**config.mk**
```make
export PLATFORM = sky130hd
export DESIGN_NAME = uart_block_link
export DESIGN_NICKNAME = d
export VERILOG_FILES = /design/src/rtl/uart_block_link.sv
export SDC_FILE = /design/constraint.sdc
export NUM_CORES = 1
export LEC_CHECK = 0
export ABC_AREA = 1
export CAP_MARGIN = 0
export CORE_ASPECT_RATIO = 1.1
export CORE_MARGIN = 5
export CORE_UTILIZATION = 50
export DETAILED_ROUTE_END_ITERATION = 8
export PLACE_DENSITY = 0.81
export SLEW_MARGIN = 15
export SYNTH_ARGS = -nofsm -noshare
export SYNTH_HDL_FRONTEND = slang
export SYNTH_SLANG_ARGS = --single-unit
```
**constraint.sdc**
```tcl
create_clock -name clk -period 1.5 [get_ports clk]
set_input_delay 0.3 -clock clk [delete_from_list [all_inputs] [get_ports clk]]
set_output_delay 0.3 -clock clk [all_outputs]
set_load 0.03 [all_outputs]
```
**src/rtl/uart_block_link.sv**
```systemverilog
// Per-channel UART byte-to-block assembler plus a block-to-byte transmit sequencer.
// The RX and TX paths share only the clock and reset.
module uart_block_link #(
  parameter int BLOCK_BYTES = 16,
  parameter int NCH         = 2,
  parameter int CHW         = (NCH > 1) ? $clog2(NCH) : 1
) (
  input  logic                          clk,
  input  logic                          rst_n,
  input  logic [7:0]                    rx_data,
  input  logic                          rx_valid,
  input  logic [CHW-1:0]                rx_ch,
  input  logic                          clr,
  output logic [NCH*BLOCK_BYTES*8-1:0]  blk_out,
  output logic [NCH-1:0]                blk_valid,
  input  logic [NCH-1:0]                blk_ack,
  output logic [NCH-1:0]                ovf,
  input  logic [BLOCK_BYTES*8-1:0]      tx_block,
  input  logic                          tx_go,
  output logic [7:0]                    tx_data,
  output logic                          tx_start,
  input  logic                          tx_done,
  output logic                          tx_busy,
  output logic                          tx_last
);
  localparam int BW   = BLOCK_BYTES * 8;
  localparam int CNTW = $clog2(BLOCK_BYTES);
  localparam logic [CNTW-1:0] LAST = CNTW'(BLOCK_BYTES - 1);

  typedef enum logic [1:0] {IDLE, SEND, WAIT, DONE} tx_state_t;

  logic [BW-1:0]   rx_sr  [NCH];
  logic [CNTW-1:0] rx_cnt [NCH];
  tx_state_t       state;
  logic [BW-1:0]   tx_sr;
  logic [CNTW-1:0] tx_idx;

  // An ack in the same cycle frees the channel, so a coinciding byte starts the next block.
  always_ff @(posedge clk or negedge rst_n) begin
    if (!rst_n) begin
      for (int c = 0; c < NCH; c++) begin
        rx_sr[c]  <= '0;
        rx_cnt[c] <= '0;
      end
      blk_valid <= '0;
      ovf       <= '0;
    end else if (clr) begin
      for (int c = 0; c < NCH; c++) rx_cnt[c] <= '0;
      blk_valid <= '0;
      ovf       <= '0;
    end else begin
      for (int c = 0; c < NCH; c++) begin
        if (rx_valid && int'(rx_ch) == c && (!blk_valid[c] || blk_ack[c])) begin
          rx_sr[c]     <= {rx_sr[c][BW-9:0], rx_data};
          rx_cnt[c]    <= (rx_cnt[c] == LAST) ? '0 : rx_cnt[c] + CNTW'(1);
          blk_valid[c] <= (rx_cnt[c] == LAST);
        end else begin
          if (blk_ack[c]) blk_valid[c] <= 1'b0;
          if (rx_valid && int'(rx_ch) == c) ovf[c] <= 1'b1;
        end
      end
    end
  end

  for (genvar c = 0; c < NCH; c++) begin : g_slice
    assign blk_out[c*BW +: BW] = rx_sr[c];
  end

  // Entry from IDLE pulses tx_start immediately; entry from WAIT spends one SEND
  // cycle loading the byte, so the pulse lands two cycles after tx_done.
  always_ff @(posedge clk or negedge rst_n) begin
    if (!rst_n) begin
      state    <= IDLE;
      tx_sr    <= '0;
      tx_idx   <= '0;
      tx_data  <= '0;
      tx_start <= 1'b0;
      tx_busy  <= 1'b0;
      tx_last  <= 1'b0;
    end else begin
      tx_start <= 1'b0;
      tx_last  <= 1'b0;
      case (state)
        IDLE: if (tx_go) begin
          tx_sr    <= tx_block;
          tx_idx   <= '0;
          tx_data  <= tx_block[BW-1 -: 8];
          tx_start <= 1'b1;
          tx_busy  <= 1'b1;
          state    <= SEND;
        end
        SEND: if (tx_start) begin
          state <= WAIT;
        end else begin
          tx_start <= 1'b1;
          tx_data  <= tx_sr[BW-1 -: 8];
        end
        WAIT: if (tx_done) begin
          tx_sr  <= tx_sr << 8;
          tx_idx <= tx_idx + CNTW'(1);
          if (tx_idx == LAST) begin
            tx_last <= 1'b1;
            state   <= DONE;
          end else begin
            state <= SEND;
          end
        end
        DONE: begin
          tx_busy <= 1'b0;
          state   <= IDLE;
        end
        default: state <= IDLE;
      endcase
    end
  end
endmodule

```
==> out/qor.csv, run 1 <==
metric;value;unit
holdWs;0.2418;ns
drtAntennaViolNets;0;
mostFrequentLayoutCells;nand2_1 (985), dfrtp_1 (409), o21ai_0 (269);
dieArea;38060;um^2
port_buffers;415;
drc;0;
clkLatencyLatePin;0.55;ns
hold_path.class;in2async;
cts.sinks;413;
fin_total_pwr;40.31;mW
place_inst;2889;
cp.arrival;1.19;ns
max_slew.worst_pin.slew;0.4587;ns
timing.rr.start;state[0];
hold_violations;0;
grt_antenna_before_repair;5;
path_max_fanout;3;
min_period;1.489;ns
met1_usage;0.3283;
layout-drive-gt1-share;0.1850;
grt_pass1_vias;15790;
path_clk_slew;0.06;ns
cp_slowest_cell;dfrtp_1;
rsz0062_at_grt;false;
p_leak;12.62;nW
wire_per_inst;17.51;um
synth_area_leaders;dfrtp_1 (60%), nand2_1 (22%), o21ai_0 (8.1%), inv_1 (3.6%), buf_2 (1.8%);
worstPathCellList;buf_2;
worstPathRequired;1.20;ns
grt_overflow;0;
fin_ws;0.01103;ns
critical_path.startpoint_type;flip-flop;
avgSynthCellArea;8.367;um^2
slew_violations;0;
clock_path_buffers;3;
crit_family;flip-flops;
h-tree-depth;2;
irDropWorstVdd;1091;uV
period_share;0.9926;
synth_area;17130;um^2
core_area;34020;um^2
drt-total-wl;52.28;mm
power_density;1741;nW/um^2
grt_usage;0.2676;
timing.slew.headroom;0.6942;
num_vias;15280;
nets;2665;
skew;0.02108;ns
grt_max_degree;72;
worstSetupStartpoint;blk_out[203];
critical_path_class;reg2out;
netlist-cell-type-count;24;
die_h;204.1;um
boundaryPins;416;
top_usage_layer;met2;
global_route.usage.met3;0.07875;
synth_cells;2047;
final_core_util;0.6805;
cts_root_buffer;clkbuf_16;
cts_buffers;42;
stdcell_count;2986;
critPathBufInv;1;
via_per_inst;5.116;
synth_area_leader_cell;dfrtp_1;
status;finished, final reports clean;
drt_iter0_markers;1219;
layout_commonest_cell;nand2_1;
yosys_warnings;0;
synth-seq-cells;413;
tritoncts;done;
max_clock_freq;671.6;MHz
grt_pass1_wl;83.61;mm
num_rows;71;
start_util;0.5034;
first_pass_iters;6;
die_w;186.5;um
critPathMaxStageDelay;0.43;ns
gr-usage-met2;0.4453;
endpoint_kind;primary output;
synthToLayoutAreaGrowth;35.18;%
routabilityCongestion;0.9098;
netlist.area_leader.share;0.6034;
post-place-ws;-0.4014;ns
setup-violations-final;0;
syn-num-nets;2195;
hpwl;37.04;mm
seq_area_frac_synth;0.6034;
cap_violations;0;
[stage by stage]
stage / cell area (um^2) / setup TNS, ns
5_1_grt: 23150 / 0
6_report: 23150 / 0
3_3_place_gp: 22650 / -81.82
2_1_floorplan: 17130 / 0
4_1_cts: 22790 / 0
3_5_place_dp: 22650 / -91.80
[per-layer routing]
layer | up-vias | share of wire
met3 | 139 | 0.078
met5 | - | 0.00082
met4 | 6 | 0.046
li1 | 7234 | -
met2 | 599 | 0.49
met1 | 7298 | 0.38
[flip-flops by register name (all words and copies together) (netlist names)]
name and count:
tx_idx 4, blk_out 256, blk_valid 2, rx_cnt 8, tx_last 1, tx_busy 1, tx_sr 128, state 2
tx_data 8, tx_start 1, ovf 2
[timing repair]
item                                     CTS  global route
hold buffers                               1             0
endpoints found under the hold margin    144             0
pin swaps                                  0             1
endpoints found under the setup margin   259           207
cloned                                     0             5
gates resized for setup                 1247            73
setup buffers                              0            16
[power by group]
group          switching [mW]  internal (mW)  leakage [nW]
registers                1.76           14.2          5.40
clock network            4.22           5.90         0.637
logic                    9.28           4.92          6.59
[cell type report]
cell class	count	area [um^2]
Antenna cell	2	5.005
Clock buffer	67	1259
Clock inverter	6	60.06
Fill cell	2630	10870
Inverter	172	654.4
Multi-Input combinational cell	1351	5662
Sequential cell	413	10340
Tap cell	438	548.0
Timing Repair Buffer	537	4626
[logic make-up after synthesis]
logic type                 count (synthesis)  synth area share
and+or+nand+nor                         1031            0.2298
DFF                                      413            0.6034
xor gates and xnor gates                   2          0.001023
AOI/OAI and AO/OA                        312           0.09131
adders and majority gates                  3          0.002192
buffers and inverters                    286           0.07225
[worst paths after layout]
path                       cells past startpoint      endpoint  slack, ns
max                                            1  blk_out[203]       0.01
min                                            2   blk_out[66]       0.24
max reg2reg                                    7     tx_idx[0]       0.07
min reg2reg                                    2  blk_out[254]       0.48
max in group asynchronous                      4  blk_out[114]       0.57
min in group clk                               3      tx_sr[7]       0.35
[synthesized netlist by cell type, drive strengths merged]
| master | count |
|---|---|
| ha | 3 |
| xor2 | 2 |
| nand3 | 25 |
| nand2 | 989 |
| clkbuf | 31 |
| nor3b | 1 |
| dfrtp | 413 |
| inv | 172 |
| buf | 83 |
| o21ai | 306 |
| nor2 | 13 |
| a21oi | 4 |
| a31oi | 2 |
| nand3b | 1 |
| nand4 | 2 |
No activity file was read; power rests on OpenSTA's default activity.
==> inputs of run 2 (changes only) <==
- CORE_UTILIZATION: 50 -> 51
- CTS_BUF_LIST: unset -> sky130_fd_sc_hd__clkbuf_8
- PLACE_DENSITY: 0.81 -> 0.82
==> out/qor.csv, run 2 (same netlist as run 1, synthesis figures left out) <==
metric;value;unit
skew;0.02820;ns
largest_reg_flops;256;
fin_ws;-0.03947;ns
tritoncts;done;
h-tree-depth;3;
grt_pass1_vias;16580;
nets;2874;
drc;0;
hpwl;36.36;mm
design_area;25400;um^2
place_area;22560;um^2
setup_tns;-0.06130;ns
die_w;184.7;um
wire_per_inst;18.79;um
max_slew.worst_pin.slew;0.4620;ns
via_per_inst;5.271;
cap_violations;0;
cts_buffers;68;
worstPathRequired;1.96;ns
drtAntennaViolNets;0;
layout_commonest_cell;nand2_1;
drt_iter0_markers;1521;
timing.slew.headroom;0.6913;
start_util;0.5160;
setup-violations-final;2;
routabilityCongestion;0.9082;
violations;setup timing;
nFillCells;2079;
timing.rr.start;state[0];
hold_violations;0;
slew_violations;0;
core_area;33190;um^2
num_rows;70;
die_h;202.2;um
clock_path_buffers;3;
post-place-ws;-0.3446;ns
path_max_fanout;38;
critical_path_class;reg2reg;
p_leak;13.86;nW
hold_path.class;in2async;
rsz0062_at_grt;true;
final_core_util;0.7653;
drt-total-wl;60.18;mm
endpoint_kind;flip-flop;
first_pass_iters;5;
rrSetupSlack;-0.04;ns
critical_path.startpoint_type;flip-flop;
irDropWorstVdd;1285;uV
worstSetupStartpoint;state[0];
r2r-end;tx_sr[84];
endpoint;tx_sr[84];
port_buffers;415;
period_share;1.026;
mostFrequentLayoutCells;nand2_1 (986), dfrtp_1 (396), buf_4 (388);
cts.sinks;413;
path_clk_slew;0.07;ns
grt_pass1_wl;86.91;mm
cts_root_buffer;clkbuf_8;
reg2reg_depth;6;
grt_usage;0.2913;
power_density;1694;nW/um^2
clkLatencyLatePin;0.59;ns
synthToLayoutAreaGrowth;48.32;%
grt_antenna_before_repair;4;
layout-drive-gt1-share;0.2560;
max_clock_freq;649.6;MHz
cp.arrival;2.00;ns
boundaryPins;416;
status;finished with violations;
grt_max_degree;130;
num_vias;16880;
dieArea;37350;um^2
min_period;1.539;ns
grt_overflow;0;
run 2: cell types whose count changed in the layout (fill, tap and decap cells not counted), sizes merged:
cell / change
inv: +19
buf: +206
nand2: -2
clkinv: -2
bufinv: +2
clkbuf: +1
clkinvlp: -1
run 2: routing by layer:
layer / global-route usage / vias to the layer above / part of all wire
met2: 0.4719 / 927 / 0.49
met4: 0.1578 / 4 / 0.061
met1: 0.3512 / 8041 / 0.36
li1: - / 7660 / -
met3: 0.08477 / 250 / 0.091
met5: 0 / - / 0.00053
run 2: timing repair:
action | 4_1_cts | 5_1_grt
gates cloned | 1 | 6
buffers inserted | 115 | 80
endpoints found under the hold margin | 239 | 0
gates resized for setup | 1520 | 139
endpoints found under the setup margin | 270 | 293
pin swaps | 0 | 2
hold buffers | 1 | 0
run 2: power breakdown:
part / internal, mW / leakage [nW] / switching, mW
clock network: 5.79 / 0.785 / 4.53
registers: 14.2 / 5.38 / 1.75
logic: 6.73 / 7.69 / 9.99
total: 26.8 / 13.9 / 16.3
run 2: how the worst min path moves through the flow:
stage / start / end / slack (ns) / cells past startpoint
finish: rst_n / blk_out[58] / 0.17 / 2
global route: rst_n / blk_out[58] / 0.19 / 2
CTS: rst_n / blk_out[58] / 0.14 / 2
detailed placement: rst_n / blk_out[58] / 0.19 / 1
global placement: rst_n / blk_out[42] / 0.19 / 1
floorplan: rst_n / blk_out[0] / 0.004 / 0
run 2: per-stage QoR:
stage | cells | hold slack, ns | power [mW]
CTS | 3115 | 0.1410 | 41.31
finish | 3203 | 0.1665 | 43.02
global placement | 2885 | 0.1881 | 29.85
detailed placement | 2885 | 0.1920 | 30.37
global route | 3202 | 0.1932 | 45.42
floorplan | 2047 | 0.004409 | 24.14
run 2: worst max-delay path: stages (launching register included):
cell,delay (ns)
dfrtp_1,0.42
inv_4,0.15
nand2_8,0.16
clkbuf_16,0.25
o21ai_0,0.20
nand2_1,0.10
o21ai_0,0.13
run 2: layout make-up:
cell class,count,area (um^2),share of cell area
sequential,413,10360,0.4077
tap,432,540.5,0.02128
inverter,172,658.1,0.02591
clock buffer,89,1225,0.04822
antenna,2,5.005,0.0001970
clock inverter,24,176.4,0.006945
timing repair buffer,722,6802,0.2677
multi-input combinational,1349,5640,0.2220
